--- src/rtl/ram_copy_master_pkg.sv ---
// Shared types and width defaults for the RAM block-copy master.
package ram_copy_master_pkg;

  localparam int RAM_ADDR_W = 8;
  localparam int RAM_DATA_W = 8;

  typedef enum logic [2:0] {IDLE, READ, WAIT, WRITE, FINISH} copy_state_t;

endpackage

--- src/rtl/ram_copy_master_if.sv ---
// RAM bus between the copy master (initiator) and the ucontroller RAM (target).
interface ram_copy_master_if
  import ram_copy_master_pkg::*;
#(
  parameter int ADDR_W = RAM_ADDR_W,
  parameter int DATA_W = RAM_DATA_W
);
  logic              Cs;
  logic              Wen;
  logic              Oen;
  logic [ADDR_W-1:0] Address;
  logic [DATA_W-1:0] DataOut;
  logic [DATA_W-1:0] DataIn;

  modport master (output Cs, Wen, Oen, Address, DataOut, input DataIn);
  modport slave  (input Cs, Wen, Oen, Address, DataOut, output DataIn);
endinterface

--- src/rtl/ram_copy_master.sv ---
// Byte-wise forward block copy inside RAM: READ, WAIT (READ_LATENCY), WRITE per byte.
// Optional running byte checksum when RAM_COPY_MASTER_CHECKSUM_EN is defined.
module ram_copy_master
  import ram_copy_master_pkg::*;
#(
  parameter int READ_LATENCY = 1,
  parameter int ADDR_W       = RAM_ADDR_W,
  parameter int DATA_W       = RAM_DATA_W
) (
  input  logic              Clk,
  input  logic              Rst,
  input  logic              Start,
  input  logic [ADDR_W-1:0] SrcAddr,
  input  logic [ADDR_W-1:0] DstAddr,
  input  logic [ADDR_W-1:0] Len,
  output logic              Busy,
  output logic              Done,
  ram_copy_master_if.master ram
`ifdef RAM_COPY_MASTER_CHECKSUM_EN
  ,
  output logic [DATA_W-1:0] Checksum
`endif
);

  localparam int LAT_W = 2;
  localparam logic [LAT_W-1:0] LAT_LAST = LAT_W'(READ_LATENCY - 1);

  copy_state_t       state_q, state_nxt;
  logic [ADDR_W-1:0] src_q, src_nxt, dst_q, dst_nxt, rem_q, rem_nxt;
  logic [LAT_W-1:0]  lat_q, lat_nxt;
  logic              busy_q, busy_nxt, done_q, done_nxt;
  logic              cs_q, cs_nxt, wen_q, wen_nxt, oen_q, oen_nxt;
  logic [ADDR_W-1:0] addr_q, addr_nxt;
  logic [DATA_W-1:0] dout_q, dout_nxt;
`ifdef RAM_COPY_MASTER_CHECKSUM_EN
  logic [DATA_W-1:0] sum_q, sum_nxt;
`endif

  always_ff @(posedge Clk or posedge Rst) begin
    if (Rst) begin
      state_q <= IDLE;
      src_q   <= '0;
      dst_q   <= '0;
      rem_q   <= '0;
      lat_q   <= '0;
      busy_q  <= 1'b0;
      done_q  <= 1'b0;
      cs_q    <= 1'b0;
      wen_q   <= 1'b0;
      oen_q   <= 1'b0;
      addr_q  <= '0;
      dout_q  <= '0;
`ifdef RAM_COPY_MASTER_CHECKSUM_EN
      sum_q   <= '0;
`endif
    end else begin
      state_q <= state_nxt;
      src_q   <= src_nxt;
      dst_q   <= dst_nxt;
      rem_q   <= rem_nxt;
      lat_q   <= lat_nxt;
      busy_q  <= busy_nxt;
      done_q  <= done_nxt;
      cs_q    <= cs_nxt;
      wen_q   <= wen_nxt;
      oen_q   <= oen_nxt;
      addr_q  <= addr_nxt;
      dout_q  <= dout_nxt;
`ifdef RAM_COPY_MASTER_CHECKSUM_EN
      sum_q   <= sum_nxt;
`endif
    end
  end

  always_comb begin
    state_nxt = state_q;
    src_nxt   = src_q;
    dst_nxt   = dst_q;
    rem_nxt   = rem_q;
    lat_nxt   = lat_q;
    dout_nxt  = dout_q;
    addr_nxt  = addr_q;
    unique case (state_q)
      IDLE: if (Start) begin
        src_nxt   = SrcAddr;
        dst_nxt   = DstAddr;
        rem_nxt   = Len;
        state_nxt = (Len == '0) ? FINISH : READ;
      end
      READ: begin
        lat_nxt   = '0;
        state_nxt = WAIT;
      end
      WAIT: if (lat_q == LAT_LAST) begin
        // DataOut doubles as the byte buffer so the write can issue next cycle
        dout_nxt  = ram.DataIn;
        state_nxt = WRITE;
      end else begin
        lat_nxt = lat_q + 1'b1;
      end
      WRITE: begin
        src_nxt   = src_q + 1'b1;
        dst_nxt   = dst_q + 1'b1;
        rem_nxt   = rem_q - 1'b1;
        state_nxt = (rem_q == ADDR_W'(1)) ? FINISH : READ;
      end
      FINISH:  state_nxt = IDLE;
      default: state_nxt = IDLE;
    endcase

    // Bus outputs are registered, so they are decoded from the next state
    cs_nxt   = (state_nxt == READ) || (state_nxt == WRITE);
    oen_nxt  = (state_nxt == READ);
    wen_nxt  = (state_nxt == WRITE);
    busy_nxt = (state_nxt == READ) || (state_nxt == WAIT) || (state_nxt == WRITE);
    done_nxt = (state_nxt == FINISH);
    if (state_nxt == READ)  addr_nxt = src_nxt;
    if (state_nxt == WRITE) addr_nxt = dst_q;
  end

`ifdef RAM_COPY_MASTER_CHECKSUM_EN
  always_comb begin
    sum_nxt = sum_q;
    if (state_q == IDLE && Start) sum_nxt = '0;
    else if (state_q == WRITE)    sum_nxt = sum_q + dout_q;
  end
  assign Checksum = sum_q;
`endif

  assign Busy        = busy_q;
  assign Done        = done_q;
  assign ram.Cs      = cs_q;
  assign ram.Wen     = wen_q;
  assign ram.Oen     = oen_q;
  assign ram.Address = addr_q;
  assign ram.DataOut = dout_q;

endmodule

--- src/flat_wrapper.sv ---
// flat-port wrapper written by rule: the top's interface ports become plain ports
module ram_copy_master_flat import ram_copy_master_pkg::*;
#(
  parameter int READ_LATENCY = 1,
  parameter int ADDR_W       = RAM_ADDR_W,
  parameter int DATA_W       = RAM_DATA_W
)
  (Clk, Rst, Start, SrcAddr, DstAddr, Len, Busy, Done, ram_Cs, ram_Wen, ram_Oen, ram_Address, ram_DataOut, ram_DataIn);
  ram_copy_master_if #(.ADDR_W(ADDR_W), .DATA_W(DATA_W)) ram_i ();
  input  logic Clk;
  input  logic Rst;
  input  logic Start;
  input  logic [ADDR_W-1:0] SrcAddr;
  input  logic [ADDR_W-1:0] DstAddr;
  input  logic [ADDR_W-1:0] Len;
  output logic Busy;
  output logic Done;
  output wire logic [$bits(ram_i.Cs)-1:0] ram_Cs;
  output wire logic [$bits(ram_i.Wen)-1:0] ram_Wen;
  output wire logic [$bits(ram_i.Oen)-1:0] ram_Oen;
  output wire logic [$bits(ram_i.Address)-1:0] ram_Address;
  output wire logic [$bits(ram_i.DataOut)-1:0] ram_DataOut;
  input wire logic [$bits(ram_i.DataIn)-1:0] ram_DataIn;
  assign ram_Cs = ram_i.Cs;
  assign ram_Wen = ram_i.Wen;
  assign ram_Oen = ram_i.Oen;
  assign ram_Address = ram_i.Address;
  assign ram_DataOut = ram_i.DataOut;
  assign ram_i.DataIn = ram_DataIn;
  ram_copy_master #(.READ_LATENCY(READ_LATENCY), .ADDR_W(ADDR_W), .DATA_W(DATA_W)) u_core (.Clk(Clk), .Rst(Rst), .Start(Start), .SrcAddr(SrcAddr), .DstAddr(DstAddr), .Len(Len), .Busy(Busy), .Done(Done), .ram(ram_i));
endmodule
--- config.mk ---
export PLATFORM = sky130hd
export DESIGN_NAME = ram_copy_master_flat
export DESIGN_NICKNAME = d
export VERILOG_FILES = /design/src/rtl/ram_copy_master_pkg.sv /design/src/rtl/ram_copy_master_if.sv /design/src/rtl/ram_copy_master.sv /design/src/flat_wrapper.sv
export SDC_FILE = /design/constraint.sdc
export NUM_CORES = 1
export LEC_CHECK = 0
export ABC_AREA = 1
export BUFFER_PORTS_ARGS = -buffer_cell sky130_fd_sc_hd__buf_2
export CAP_MARGIN = 20
export CORE_AREA = 2 2 75 77
export DETAILED_ROUTE_END_ITERATION = 16
export DIE_AREA = 0 0 77 79
export PLACE_DENSITY = 0.79
export SLEW_MARGIN = 10
export SYNTH_ARGS = -nofsm -noshare
export SYNTH_HDL_FRONTEND = slang
export SYNTH_SLANG_ARGS = --single-unit
--- constraint.sdc ---
create_clock -name Clk -period 2 [get_ports Clk]
set_clock_uncertainty 0.05 [all_clocks]
set_input_delay 0.6 -clock Clk [delete_from_list [all_inputs] [get_ports Clk]]
set_output_delay 0.6 -clock Clk [all_outputs]
set_load 0.01 [all_outputs]
; ---- Word level (Yosys, flattened, before mapping)
; Cells that the tools add are included.
[word_totals]
regBits = 50
in_bits = 35
output_inout_bits = 21
word_cells = 53
[classes]
add_sub_neg = 4
eq_ne = 10
mux = 15
n_reduce_logical = 12
[op_table]
columns = op, n
row1 = $pmux 8 s2, 3
row2 = $mux 8, 5
row3 = $add 8x1->8 const B, 2
row4 = $eq 3x2->1 const B, 4
row5 = $mux 3, 4
row6 = $pmux 3 s4, 1
row7 = $eq 8x1->1 const B, 1
row8 = $logic_not 8->1, 1
row9 = $sub 8x1->8 const B, 1
row10 = $eq 3x1->1 const B, 2
row11 = $reduce_and 2->1, 3
row12 = $reduce_bool 2->1, 3
row13 = $ne 2x2->1 const B, 2
row14 = $pmux 2 s2, 1
row15 = $eq 3x3->1 const B, 1
row16 = $logic_not 3->1, 1
row17 = $logic_or 1x1->1, 3
row18 = $add 2x1->2 const B, 1
row19 = $logic_not 2->1, 1
row20 = $mux 2, 1

; ---- Depth between registers and ports, before layout
[depth]
ltp_word = 7
depth_mapped = 10
mapped_depth_nobuf = 9

; ---- Worst setup path after synthesis
; No wires, ideal clock.
[synth_timing]
path_kind = reg2reg
startpoint = register u_core.src_q[0]
endpoint = register u_core.addr_q[2] (netlist: u_core.ram.Address[2])
setup_time_ps = 117
t_arrival_ps = 1256
required_ps = 1833
path_slack_ps = 577
path_stages_with_launch = 9
path_buffers = 0
period_less_slack_ps = 1423
path_cell_list = dfrtp_1 ha_1 or2_2 nand3_1 nand3_1 nand2_1 nand2_1 nand2_1 nand2_1
[synth_between]
elab_chain_cells = 4
[synth_rtl]
columns = element, line
row1 = from (decl), ram_copy_master.sv:29  ; logic [ADDR_W-1:0] src_q, src_nxt, dst_q, dst_nxt, rem_q, rem_nxt;
row2 = from (signal assigned), ram_copy_master.sv:58  ; src_q <= src_nxt;
row3 = $add 8x1->8, ram_copy_master.sv:102  ; src_nxt = src_q + 1'b1;
row4 = $pmux 8 s2, ram_copy_master.sv:83  ; unique case (state_q)
row5 = net u_core.src_nxt[2], ram_copy_master.sv:29
row6 = $mux 8, ram_copy_master.sv:117  ; if (state_nxt == READ) addr_nxt = src_nxt;
row7 = $mux 8, ram_copy_master.sv:118  ; if (state_nxt == WRITE) addr_nxt = dst_q;
row8 = to (signal assigned), ram_copy_master.sv:67  ; addr_q <= addr_nxt;
row9 = to (decl), ram_copy_master.sv:33  ; logic [ADDR_W-1:0] addr_q, addr_nxt;
; The timed path passes the listed nets, and every way through them passes these cells. The select of a mux whose other input is x is not followed.
; A chain may end at the register's enable or synchronous reset.

; ---- Final worst setup path
[layout_timing]
startpoint = register u_core.state_q[2]
endpoint = register u_core.dst_q[2]
[layout_between]
elab_chain_cells = 3
word_cells_on_any_way = 6
cone_classes = 2 x eq/ne / 1 x mux / 3 x reduce/logical
[layout_rtl]
columns = element, line
row1 = from (decl), ram_copy_master.sv:28  ; copy_state_t state_q, state_nxt;
row2 = from (signal assigned), ram_copy_master.sv:57  ; state_q <= state_nxt;
row3 = $eq 3x2->1 / $logic_not 3->1 (equally long branches), ram_copy_master.sv:83
row4 = $reduce_bool 2->1 (no line) / $ne 2x2->1 (equally long branches), --
row5 = $reduce_and 2->1 (no line), --
row6 = to (signal assigned), ram_copy_master.sv:59  ; dst_q <= dst_nxt;
row7 = to (decl), ram_copy_master.sv:29
; Parallel ways exist; a longest one is shown, timed or not.

==> impl_metrics.xml <==
<?xml version="1.0" encoding="UTF-8"?>
<metrics>
  <group name="run_status">
    <metric name="run_status" unit="">completed</metric>
  </group>
  <group name="place">
    <metric name="dp.cells" unit="">497</metric>
    <metric name="dp_worst_setup_slack" unit="ns">0.2742</metric>
    <metric name="detailedPlacementHpwl" unit="µm">4762</metric>
    <metric name="gp_congestion" unit="">0.8528</metric>
    <metric name="port-buffer-count" unit="">55</metric>
  </group>
  <group name="cts">
    <metric name="number_of_clock_sinks" unit="">50</metric>
    <metric name="hold_bufs_inserted_after_cts" unit="">0</metric>
    <metric name="post_cts_resize_count" unit="">0</metric>
    <metric name="clock_tree_from_tritoncts" unit="">yes</metric>
    <metric name="cts_buffers" unit="">5</metric>
    <metric name="clock_pin_slew_worst_setup_and_hold_paths" unit="ns">0.10</metric>
    <metric name="latest_clock_arrival_within_the_worst_skew_pair" unit="ns">0.31</metric>
    <metric name="cts.path.max_buffers" unit="">2</metric>
    <metric name="ctsHtreeMaxLevel" unit="">2</metric>
    <metric name="post_cts_setup_buffer_count" unit="">0</metric>
    <metric name="clock_tree.root_cell" unit="">clkbuf_8</metric>
  </group>
  <group name="drt">
    <metric name="antenna_violating_nets_post_route" unit="">0</metric>
    <metric name="drt-initial-drc-count" unit="">176</metric>
    <metric name="drtPass1Iterations" unit="">5</metric>
    <metric name="detail_route.drc_violations" unit="">0</metric>
    <metric name="wl_per_cell" unit="µm">12.98</metric>
    <metric name="drt-vias-per-instance" unit="">5.347</metric>
    <metric name="dr_total_vias" unit="">2700</metric>
    <metric name="wl" unit="µm">6556</metric>
  </group>
  <group name="worst_setup_path">
    <metric name="crit_path_category" unit="">flip-flop to flip-flop</metric>
    <metric name="worstPathRequired" unit="ns">2.18</metric>
    <metric name="crit_path_start_kind" unit="">flip-flop</metric>
    <metric name="worst-endpoint-arrival" unit="ns">1.88</metric>
    <metric name="ff2ff_setup_slack" unit="ns">0.31</metric>
    <metric name="timing.critical_path.fanout_max" unit="">25</metric>
    <metric name="crit_path_end_kind" unit="">flip-flop</metric>
  </group>
  <group name="pwr">
    <metric name="irDropWorstVdd" unit="mV">0.8756</metric>
    <metric name="total_leakage_power" unit="nW">1.709</metric>
    <metric name="power.density_cell_area" unit="mW/mm²">1626</metric>
  </group>
  <group name="synthesis">
    <metric name="synth_top_flop_cell" unit="">dfrtp_1</metric>
    <metric name="cells_after_synthesis" unit="">376</metric>
    <metric name="ys_top_cells_by_area" unit="">dfrtp_1 44%, nand2_1 16%, nand3_1 7.3%</metric>
    <metric name="ys_top_cells_by_count" unit="">118 x nand2_1, 50 x dfrtp_1, 41 x nand3_1</metric>
    <metric name="syn_area_per_cell" unit="µm²">7.494</metric>
    <metric name="synth_cell_types" unit="">31</metric>
    <metric name="most_repeated_cell_in_the_gate_level_netlist_after_synthesis" unit="">nand2_1</metric>
    <metric name="synth-async-reset-ratio" unit="">1.000</metric>
    <metric name="synth_top_cell_area_share" unit="">0.4440</metric>
    <metric name="synth.ff_latch_count" unit="">50</metric>
    <metric name="syn-num-nets" unit="">416</metric>
    <metric name="synth_edf_count" unit="">0</metric>
    <metric name="synth_area" unit="mm²">0.002818</metric>
    <metric name="synth_top_area_cell" unit="">dfrtp_1</metric>
    <metric name="synth-warning-count" unit="">0</metric>
    <metric name="fraction_of_the_yosys_area_taken_by_sequential_cells" unit="">0.4440</metric>
  </group>
  <group name="grt">
    <metric name="grt_pass1_vias" unit="">2506</metric>
    <metric name="grt_util_all_layers" unit="">0.2348</metric>
    <metric name="grt-ovfl-total" unit="">0</metric>
    <metric name="grt_start_max_net_pins" unit="">51</metric>
    <metric name="wire_length_of_the_first_global_routing_pass" unit="µm">11430</metric>
    <metric name="antenna_found_initial" unit="">0</metric>
  </group>
  <group name="timing">
    <metric name="max_freq" unit="MHz">590.3</metric>
    <metric name="timing.final.hold_violations" unit="">0</metric>
    <metric name="postLayoutSetupSlackWorst" unit="ns">0.3060</metric>
    <metric name="max_slew_margin" unit="">0.7543</metric>
    <metric name="final_max_tran_viols" unit="">0</metric>
    <metric name="rsz0062_at_grt" unit="">no</metric>
    <metric name="timing.final.crit_period" unit="ns">1.694</metric>
    <metric name="final-setup-viol-count" unit="">0</metric>
    <metric name="fin_setup_tns" unit="ns">0</metric>
    <metric name="period_share" unit="">0.8470</metric>
    <metric name="max_slew.worst_pin.slew" unit="ns">0.3680</metric>
    <metric name="fin_hold_ws" unit="ns">0.2546</metric>
  </group>
  <group name="floorplan">
    <metric name="floorplan_die_height" unit="µm">79</metric>
    <metric name="pin_count" unit="">56</metric>
    <metric name="core_area" unit="mm²">0.005338</metric>
    <metric name="die_width" unit="µm">77</metric>
    <metric name="initial_core_util" unit="">0.5279</metric>
    <metric name="core.rowCount" unit="">27</metric>
    <metric name="dieArea" unit="mm²">0.006083</metric>
  </group>
  <group name="finish">
    <metric name="layout.cells.non_filler" unit="">505</metric>
    <metric name="finalNetCount" unit="">472</metric>
    <metric name="num_antenna_cells" unit="">0</metric>
    <metric name="flow.area_growth_from_synthesis" unit="%">15.72</metric>
    <metric name="finalCoreUtilization" unit="">0.6109</metric>
    <metric name="layout_cell_share_with_drive_strength_beyond_1" unit="">0.2009</metric>
  </group>
  <group name="min_path">
    <metric name="hold_path_class" unit="">input port to asynchronous set/reset pin</metric>
  </group>
  <group name="flow_run">
    <metric name="maxCapViolations" unit="">0</metric>
  </group>
</metrics>
-- worst paths after layout --
kind / start / to / cells past startpoint
worst min register to register: u_core.ram.DataOut[6] / u_core.ram.DataOut[6] / 2
worst max register to register: u_core.state_q[2] / u_core.dst_q[2] / 7
worst min-delay path: Rst / u_core.dst_q[4] / 3
max in group asynchronous: Rst / u_core.state_q[0] / 3
worst max-delay path: u_core.state_q[2] / u_core.dst_q[2] / 7
min in group Clk: ram_DataIn[5] / u_core.ram.DataOut[5] / 3
-- stage by stage --
stage / instance area (µm²) / power, mW
after floorplan: 2818 / 3.912
after global placement: 3166 / 4.565
after detailed placement: 3166 / 4.667
after CTS: 3261 / 5.309
after global routing: 3261 / 5.856
final: 3261 / 5.302
-- metal layers --
layer	wire length (µm)	GRT usage
met1	2918	0.3132
met2	3131	0.3789
met3	392	0.04545
met4	114	0.09643
met5	0	0
-- critical path: stages (launching register included) --
cell and delay [ns]:
dfrtp_1 0.43, inv_1 0.13, nand3_4 0.08, buf_4 0.23
nand2_2 0.15, buf_4 0.25, o21ai_0 0.13, a22oi_1 0.17
-- state kept, by name, summed over array words and instances, names as in the netlist --
register            cells
u_core.ram.Wen          1
u_core.src_q            8
u_core.Done             1
u_core.lat_q            2
u_core.ram.Cs           1
u_core.state_q          3
u_core.Busy             1
u_core.ram.Address      8
u_core.ram.Oen          1
u_core.ram.DataOut      8
u_core.rem_q            8
u_core.dst_q            8
-- placed cells by master (no fill, tap or decap) --
master and instances:
a31oi_1 2, buf_2 55, buf_4 8, nor3_1 1
nand2_2 3, nand4_1 18, ha_1 5, nand3_1 41
inv_2 4, or2_2 2, o22ai_1 5, nand3_4 1
a21o_1 1, clkbuf_8 5, nor2_1 25, or2_0 2
a22oi_1 1, xor2_1 4, o211ai_1 1, nand2_1 118
o21ai_0 27, a21oi_1 7, buf_12 1, nor2_2 1
inv_6 3, nor2_4 1, inv_1 36, o21ai_2 1
nand3_2 2, dfrtp_1 50, o32ai_1 2
-- kinds of logic after synthesis --
logic type | share of synthesized area
fa+ha+maj | 0.02220
compound gates | 0.09325
simple gates | 0.3401
xor+xnor | 0.01243
flops | 0.4440
buf+inv | 0.08792
-- where the power goes --
group | internal [mW] | switching (mW)
clock | 0.260 | 0.366
combinational | 1.01 | 1.81
sequential | 1.49 | 0.363
-- cell type report --
class,count,area (µm²)
Inverter,40,150.1
Fill cell,517,2077
Clock inverter,3,26.28
Multi-Input combinational cell,271,1319
Tap cell,72,90.09
Sequential cell,50,1251
Clock buffer,5,68.82
Timing Repair Buffer,64,355.3
Note: power is estimated with default switching activity, not from simulation.
